--- config.mk ---
export PLATFORM = sky130hd
export DESIGN_NAME = v5_pulse_gen
export DESIGN_NICKNAME = d
export VERILOG_FILES = /design/src/rtl/v5_pulse_gen.sv
export SDC_FILE = /design/constraint.sdc
export NUM_CORES = 1
export LEC_CHECK = 0
export CAP_MARGIN = 40
export CORE_MARGIN = 8
export CORE_UTILIZATION = 60
export DETAILED_ROUTE_END_ITERATION = 10
export DONT_BUFFER_PORTS = 1
export GPL_TIMING_DRIVEN = 0
export PLACE_DENSITY = 0.76
export SLEW_MARGIN = 20
export SYNTH_ARGS = -nofsm -noshare
export SYNTH_HDL_FRONTEND = slang
export SYNTH_SLANG_ARGS = --single-unit
--- constraint.sdc ---
create_clock -name clk -period 5 [get_ports clk]
set_input_delay 1.25 -clock clk [delete_from_list [all_inputs] [get_ports clk]]
set_output_delay 1.25 -clock clk [all_outputs]
set_load 0.03 [all_outputs]
--- src/rtl/v5_pulse_gen.sv ---
// Synthetic detector-pulse source for the v5 shaping-filter chain.
// Converts an amplitude request into a preamp-like ADC stream: a stepped
// rise of 2^RISE_SHIFT clocks followed by an exponential decay with
// tau ~ 2^DECAY_SHIFT clocks, all riding on a constant BASELINE.
module v5_pulse_gen #(
    parameter int SIZE_ADC_DATA = 12,
    parameter int BASELINE      = 100,
    parameter int RISE_SHIFT    = 1,
    parameter int DECAY_SHIFT   = 4,
    parameter int MIN_GAP       = 16
) (
    input  logic                     clk,
    input  logic                     reset,
    input  logic                     trig_valid,
    input  logic [SIZE_ADC_DATA-1:0] trig_amp,
    output logic                     trig_ready,
    output logic [SIZE_ADC_DATA-1:0] adc_data,
    output logic                     busy,
    output logic [15:0]              pulse_cnt,
    output logic                     overflow
);

    // Excursion carries two headroom bits above the ADC range so pile-up
    // can exceed full scale before the output clamp engages.
    localparam int E_W         = SIZE_ADC_DATA + 2;
    localparam int RISE_LEN    = 1 << RISE_SHIFT;
    localparam int GAP_W       = (MIN_GAP > 1) ? $clog2(MIN_GAP) : 1;
    localparam int RCNT_W      = (RISE_SHIFT > 0) ? RISE_SHIFT : 1;
    localparam int ADC_MAX_INT = (1 << SIZE_ADC_DATA) - 1;
    localparam logic [E_W:0] DECAY_LIM = (E_W + 1)'(1 << DECAY_SHIFT);

    typedef enum logic [1:0] {
        IDLE  = 2'd0,
        RISE  = 2'd1,
        DECAY = 2'd2
    } state_t;

    state_t                   state_reg,     state_next;
    logic [E_W-1:0]           e_reg,         e_next;
    logic [GAP_W-1:0]         gap_cnt_reg,   gap_cnt_next;
    logic [SIZE_ADC_DATA-1:0] step_reg,      step_next;
    logic [SIZE_ADC_DATA-1:0] rem_reg,       rem_next;
    logic [RCNT_W-1:0]        rise_cnt_reg,  rise_cnt_next;
    logic [SIZE_ADC_DATA-1:0] adc_data_reg,  adc_data_next;
    logic [15:0]              pulse_cnt_reg, pulse_cnt_next;
    logic                     overflow_reg,  overflow_next;

    logic                     accept;
    logic                     decay_floor;
    logic [SIZE_ADC_DATA-1:0] step_val;
    logic [SIZE_ADC_DATA-1:0] rem_val;
    logic [E_W-1:0]           base_e;
    logic [31:0]              level;

    // Add an ADC-width value to the excursion, pinning at all-ones on carry.
    function automatic logic [E_W-1:0] sat_add(input logic [E_W-1:0]           a,
                                                input logic [SIZE_ADC_DATA-1:0] b);
        logic [E_W:0] s;
        s = {1'b0, a} + {3'b000, b};
        sat_add = s[E_W] ? {E_W{1'b1}} : s[E_W-1:0];
    endfunction

    assign trig_ready = !reset && (state_reg != RISE) && (gap_cnt_reg == '0);
    assign accept     = trig_valid && trig_ready;
    assign busy       = (state_reg != IDLE);
    assign adc_data   = adc_data_reg;
    assign pulse_cnt  = pulse_cnt_reg;
    assign overflow   = overflow_reg;

    // Next-state, excursion arithmetic and output clamp.
    always_comb begin
        state_next     = state_reg;
        e_next         = e_reg;
        gap_cnt_next   = gap_cnt_reg;
        step_next      = step_reg;
        rem_next       = rem_reg;
        rise_cnt_next  = rise_cnt_reg;
        pulse_cnt_next = pulse_cnt_reg;

        step_val    = trig_amp >> RISE_SHIFT;
        rem_val     = trig_amp - SIZE_ADC_DATA'(RISE_LEN - 1) * step_val;
        decay_floor = ({1'b0, e_reg} < DECAY_LIM);
        // A decay edge that would truncate to zero is superseded by an
        // accept; the new rise then starts from zero rather than the residue.
        base_e      = (state_reg == DECAY && decay_floor) ? '0 : e_reg;

        if (gap_cnt_reg != '0) begin
            gap_cnt_next = gap_cnt_reg - GAP_W'(1);
        end

        if (accept) begin
            pulse_cnt_next = pulse_cnt_reg + 16'd1;
            gap_cnt_next   = GAP_W'(MIN_GAP - 1);
            step_next      = step_val;
            rem_next       = rem_val;
            rise_cnt_next  = RCNT_W'(RISE_LEN - 1);
            if (RISE_SHIFT == 0) begin
                e_next = sat_add(base_e, trig_amp);
            end else begin
                e_next = sat_add(base_e, step_val);
            end
            if (state_reg == IDLE && trig_amp == '0) begin
                state_next = IDLE;
            end else if (RISE_SHIFT == 0) begin
                state_next = DECAY;
            end else begin
                state_next = RISE;
            end
        end else begin
            case (state_reg)
                RISE: begin
                    if (rise_cnt_reg <= RCNT_W'(1)) begin
                        e_next     = sat_add(e_reg, rem_reg);
                        state_next = DECAY;
                    end else begin
                        e_next        = sat_add(e_reg, step_reg);
                        rise_cnt_next = rise_cnt_reg - RCNT_W'(1);
                    end
                end
                DECAY: begin
                    if (decay_floor) begin
                        e_next     = '0;
                        state_next = IDLE;
                    end else begin
                        e_next = e_reg - (e_reg >> DECAY_SHIFT);
                    end
                end
                default: begin
                    state_next = IDLE;
                end
            endcase
        end

        // Output follows the excursion held before this edge, one clock behind.
        level = 32'(BASELINE) + 32'(e_reg);
        if (level > 32'(ADC_MAX_INT)) begin
            adc_data_next = SIZE_ADC_DATA'(ADC_MAX_INT);
            overflow_next = 1'b1;
        end else begin
            adc_data_next = SIZE_ADC_DATA'(level);
            overflow_next = overflow_reg;
        end
    end

    // State register; reset aborts any pulse in flight.
    always_ff @(posedge clk) begin
        if (reset) begin
            state_reg     <= IDLE;
            e_reg         <= '0;
            gap_cnt_reg   <= '0;
            step_reg      <= '0;
            rem_reg       <= '0;
            rise_cnt_reg  <= '0;
            adc_data_reg  <= SIZE_ADC_DATA'(BASELINE);
            pulse_cnt_reg <= '0;
            overflow_reg  <= 1'b0;
        end else begin
            state_reg     <= state_next;
            e_reg         <= e_next;
            gap_cnt_reg   <= gap_cnt_next;
            step_reg      <= step_next;
            rem_reg       <= rem_next;
            rise_cnt_reg  <= rise_cnt_next;
            adc_data_reg  <= adc_data_next;
            pulse_cnt_reg <= pulse_cnt_next;
            overflow_reg  <= overflow_next;
        end
    end

endmodule

* Word-level counts from Yosys, hierarchy flattened
Index checks and enable logic that the tools add are counted.
** Operators by class
- Add/sub/neg operators :: 9
- $mul :: 0
- Div/mod/pow operators :: 0
- Magnitude comparators :: 3
- Equality and inequality tests :: 6
- Shift operators :: 0
- Multiplexer cells :: 19
- Bitwise logic cells :: 0
- Reduce and logical (&&, ||, !) cells :: 17
** Operators with widths (count)
- two-way mux 14 bit :: 7
- adder 14 x 11 -> 15 bit :: 2
- case mux 14 bit (2 select lines) :: 1
- adder 16 x 1 -> 16 bit, second input constant :: 1
- adder 14 x 12 -> 15 bit :: 1
- adder 7 x 14 -> 15 bit, first input constant :: 1
- > comparator 15 x 12 -> 1 bit, second input constant :: 1
- less-than comparator 14 x 5 -> 1 bit, second input constant :: 1
- subtractor 14 x 10 -> 14 bit :: 1
- zero test 12 bit :: 1
- two-way mux 12 bit :: 1
- subtractor 12 x 11 -> 12 bit :: 1
- two-way mux 4 bit :: 2
- two-way mux 2 bit :: 3
- != test 3 bit, second input constant :: 2
- nonzero test 2 bit :: 3
- logical AND 1 bit :: 5
- zero test 4 bit :: 1
- two-way mux 1 bit :: 4
- case mux 2 bit (2 select lines) :: 1
- AND reduction 2 bit :: 2
- nonzero test 4 bit :: 1
- subtractor 4 x 1 -> 4 bit, second input constant :: 1
- nonzero test 3 bit :: 1
- other kinds (9) :: 9
** Storage, ports and cells
- Bits in registers :: 73
- Bits in latches :: 0
- Bits in writable memories :: 0
- ROM bits :: 0
- Input port bits :: 15
- Output and inout port bits :: 31
- Word-level logic and storage cells :: 64
- Memories kept :: 0

* Depth between registers and ports, before layout
Gate-level depths: netlist of the first run.
- Word-level depth :: 6
- Gate-level depth with buffers :: 16

* Worst setup path before layout of the first run
Ideal clock, no wire load.
- Path type :: input to register
- Start :: in trig_amp[1]
- End :: reg e_reg[4]
- Setup time :: 134 ps
- Arrival :: 3420 ps
- Required time :: 4866 ps
- Setup slack :: 1446 ps
- Stages on the path :: 11
- Buffers on the path :: 1
- Cells stage by stage :: ha_1 -> fa_1 -> a21o_1 -> a221oi_2 -> a211oi_2 -> o21a_1 -> o21ai_1 -> o21ai_0 -> buf_2 -> o21ai_0 -> a211oi_1
** On the way
- Cells in the longest elaborated chain, start to end :: 3
** RTL lines
- from (decl) :: RTL line 15 : input logic [SIZE_ADC_DATA-1:0] trig_amp,
- adder 14 x 11 -> 15 bit :: RTL line 59 : s = {1'b0, a} + {3'b000, b};
- two-way mux 14 bit :: RTL line 60 : sat_add = s[E_W] ? {E_W{1'b1}} : s[E_W-1:0];
- two-way mux 14 bit :: RTL line 91 : if (accept) begin
- to (signal assigned) :: RTL line 159 : e_reg <= e_next;
- to (decl) :: RTL line 39 : logic [E_W-1:0] e_reg, e_next;
No other way between the ends.
A chain may end at the register's enable or synchronous reset.

* Worst setup path in the final report of the first run
- Start :: reg e_reg[4]
- End :: reg e_reg[10]
** On the way
- Cells in the longest elaborated chain, start to end :: 6
- Elaborated cells between the ends (all ways) :: 14
- Those cells by class :: add/sub (4); order compare (1); mux (8); reduce/logical (1)
** RTL lines
- less-than comparator 14 x 5 -> 1 bit :: RTL line 82 : decay_floor = ({1'b0, e_reg} < DECAY_LIM);
- logical AND 1 bit :: RTL line 85 : base_e = (state_reg == DECAY && decay_floor) ? '0 : e_reg;
- two-way mux 14 bit :: RTL line 85
- adder 14 x 11 -> 15 bit :: RTL line 59
- two-way mux 14 bit :: RTL line 60
- two-way mux 14 bit * :: RTL line 91
Mark *: on every way between the ends. The rest lies on a longest branch, timed or not.

==> results of run 1 <==
==> cell usage in the layout (no fill, tap or decap), types with 7 or more instances in the layout <==
| cell type | count |
|---|---|
| dfxtp_1 | 61 |
| xnor2_1 | 34 |
| nor2_1 | 66 |
| or3_1 | 7 |
| nand2_1 | 44 |
| a21o_1 | 10 |
| clkbuf_8 | 10 |
| nand3_1 | 23 |
| o21a_1 | 9 |
| buf_2 | 7 |
| nor3_1 | 18 |
| nand2b_1 | 14 |
| a21oi_1 | 50 |
| ha_1 | 54 |
| clkbuf_1 | 23 |
| o22ai_1 | 12 |
| a211oi_1 | 21 |
| o21ai_0 | 20 |
| inv_1 | 36 |
| and3_1 | 7 |
| xor2_1 | 22 |
==> power by group <==
group	total (W)	internal, W	leakage [nW]	switching [W]
clock	0.000433	0.000225	0.0919	0.000207
combinational	0.00184	0.000762	1.57	0.00108
sequential	0.000801	0.000605	0.498	0.000196
total	0.00308	0.00159	2.16	0.00149
==> tightest hold or removal path: stages (launching register included) <==
cell,delay [ns]
dfxtp_1,0.32
nand2_1,0.06
a21oi_1,0.05
==> final cells by class <==
cell class | instances | share of cell area
Sequential cell | 61 | 0.233
Multi-Input combinational cell | 495 | 0.652
Buffer | 32 | 0.0279
Inverter | 37 | 0.0265
Clock inverter | 5 | 0.0100
Timing Repair Buffer | 1 | 0.000955
Clock buffer | 10 | 0.0244
Tap cell | 105 | 0.0251
==> per-layer routing <==
layer	up-vias	wire length (µm)	GRT usage
met1	2078	5840	0.293
met3	23	877	0.0330
li1	2254	-	-
met2	162	6190	0.389
met4	0	279	0.0894
met5	-	0	0
==> per-stage QoR <==
step	std cells	util	cell area, µm²
global route	746	0.647	5240
CTS	746	0.647	5240
detailed placement	731	0.625	5060
finish	746	0.647	5240
global placement	730	0.625	5050
floorplan	625	-	4920
==> kinds of logic after synthesis <==
family	after synthesis	synth area share
adders and majority gates	58	0.153
DFF	61	0.248
xor gates and xnor gates	56	0.0996
buffers and inverters	69	0.0579
muxes	2	0.00432
AOI/OAI and AO/OA	167	0.228
and+or+nand+nor	212	0.208
==> path summary, 6_finish.rpt <==
| check | startpoint | end | slack (ns) | cells after the start |
|---|---|---|---|---|
| min reg2reg | rem_reg[7]$_SDFFE_PP0P_ | rem_reg[7]$_SDFFE_PP0P_ | 0.47 | 2 |
| min | rem_reg[7]$_SDFFE_PP0P_ | rem_reg[7]$_SDFFE_PP0P_ | 0.47 | 2 |
| max reg2reg | e_reg[4]$_SDFFE_PP0P_ | e_reg[10]$_SDFFE_PP0P_ | 0.56 | 16 |
| max | e_reg[4]$_SDFFE_PP0P_ | e_reg[10]$_SDFFE_PP0P_ | 0.56 | 16 |
==> summary.md, run 1 <==
| Metric | Value |
|---|---|
| Hold Vio Cnt, Final | `0` |
| Routed vias | `4517` |
| Initial antenna violation count | `0` |
| Mapped Cells | `625` |
| Post-synth EDFFs | `0` |
| Initial Util | `0.608` |
| Yosys warns | `0` |
| Num ports | `46` |
| Clock latency on the worst-skew pair | `0.33 ns` |
| Routed vias/inst | `6.05` |
| Post-layout power | `0.00308 W` |
| Max Cap Viol | `0` |
| Synth Area per Inst | `7.88 µm²` |
| Syn Nets | `698` |
| Yosys top cell by area | `dfxtp_1` |
| Max reg flops | `16` |
| HPWL Detailed | `10.3 mm` |
| Tightest Pin Transition | `0.879 ns` |
| CTS max path bufs | `2` |
| CP Class | `reg -> reg` |
| Register Area | `1220 µm²` |
| WP data required | `5.21 ns` |
| Crit path launch type | `flip-flop` |
| Synth top area cells | `dfxtp_1 (25%), ha_1 (14%), xnor2_1 (6.0%), a21oi_1 (5.1%), nor2_1 (5.0%)` |
| Hold_buf cts | `0` |
| Top post-synthesis cells by count | `nor2_1 (66), dfxtp_1 (61), ha_1 (54)` |
| Gr usage total | `0.232` |
| Min Hold Slack | `0.468 ns` |
| Largest net degree at the start of global routing | `11` |
| WL/cell | `17.7 µm` |
| Critical Path AT | `4.65 ns` |
| Crit path time final | `4.44 ns` |
| Synthesis-to-layout area growth | `6.43%` |
| Slew Viols, Final | `0` |
| Fin crit share | `0.888` |
| # rows | `33` |
| RSZ-0062 raised after global routing | `no` |
| PD cells | `587 nW/µm²` |
| Headroom to the max-slew limit | `0.399` |
| Die area | `11400 µm²` |
| Gr ovfl total | `0` |
| Iteration-0 DRC Markers | `304` |
| Critical Path Sink Type | `flip-flop` |
| Crit path max-delay family | `compound AO/OA/AOI/OAI gates` |
| Filler cell count | `764` |
| Detail Route Antenna Nets | `0` |
| CP Cell Sequence | `clkbuf_1, nor4_1, nand3_1, nor2_1, nor2_1, ha_1, fa_1, a21o_1, a221oi_2, a211oi_2, o21a_1, o21ai_1, o21ai_0, buf_2, o22ai_1, o22ai_1` |
| CP bufs+invs | `2` |
| Post-CTS Repair Setup Buffers | `0` |
| Post-CTS resize count | `0` |
| #FFs+latches synth | `61` |
| Port bufs | `0` |
| Outcome | `finished, final reports clean` |
| Sink Count | `61` |
| Vias in the first global route | `4377` |
| Worst Skew | `0.00768 ns` |
| Routed wire length | `13.2 mm` |
| # diodes | `0` |
| Most frequent cell after synthesis | `nor2_1` |
| GP Congestion | `0.897` |
| H-tree depth | `3` |
| Top FF cell, synth | `dfxtp_1` |
| Post-synth top area share | `0.248` |
| Clock root cell | `clkbuf_8` |
| First-pass GRT wire length | `21.3 mm` |
| Synth cell types | `62` |
| Fin Setup TNS | `0 ns` |
| FMAX | `225 MHz` |
| Nets | `710` |
| Layout cells sized above 1 | `0.0577` |
| Critical path's largest stage delay | `0.46 ns` |
| CTS tree | `yes` |
| Core area | `8090 µm²` |
| CTS clock-pin slew for the worst setup and hold paths | `0.07 ns` |
| CP max FO | `10` |
| Cell area after synthesis | `4920 µm²` |
| Drc violations | `0` |
| Seq/Total Area, Yosys | `0.248` |
| Pre-CTS setup slack | `0.706 ns` |
| Hold Crit Class | `reg -> reg` |
| Async set or reset register ratio after synthesis | `0` |
| Area of the multi-input gates | `3420 µm²` |
| CP max stage cell | `nor4_1` |
| Final setup viols | `0` |
| PnR worst setup slack | `0.560 ns` |
| Pleak | `2.16 nW` |
| Worst vdd ir | `0.277 mV` |
| CTS Buf Count | `9` |
| Die Width | `107 µm` |
| Die Height | `107 µm` |
| Drt pass-1 iters | `5` |
Power figures use the tool's default switching activity.
==> inputs of run 2 (changes only) <==
--- a/config.mk
+++ b/config.mk
@@ -11,6 +11,7 @@
 export DETAILED_ROUTE_END_ITERATION = 10
 export DONT_BUFFER_PORTS = 1
 export GPL_TIMING_DRIVEN = 0
+export HOLD_SLACK_MARGIN = 0.05
 export PLACE_DENSITY = 0.76
 export SLEW_MARGIN = 20
 export SYNTH_ARGS = -nofsm -noshare
==> results of run 2 <==
Final layout, timing and power as in run 1 (identical DEF).
==> inputs of run 3 (changes only) <==
--- a/config.mk
+++ b/config.mk
@@ -8,11 +8,13 @@
 export CAP_MARGIN = 40
 export CORE_MARGIN = 8
 export CORE_UTILIZATION = 60
+export CTS_CLUSTER_DIAMETER = 50
 export DETAILED_ROUTE_END_ITERATION = 10
 export DONT_BUFFER_PORTS = 1
 export GPL_TIMING_DRIVEN = 0
 export HOLD_SLACK_MARGIN = 0.05
 export PLACE_DENSITY = 0.76
+export SETUP_SLACK_MARGIN = 0.2
 export SLEW_MARGIN = 20
 export SYNTH_ARGS = -nofsm -noshare
 export SYNTH_HDL_FRONTEND = slang
==> results of run 3 <==
Final layout, timing and power as in run 1 (identical DEF).
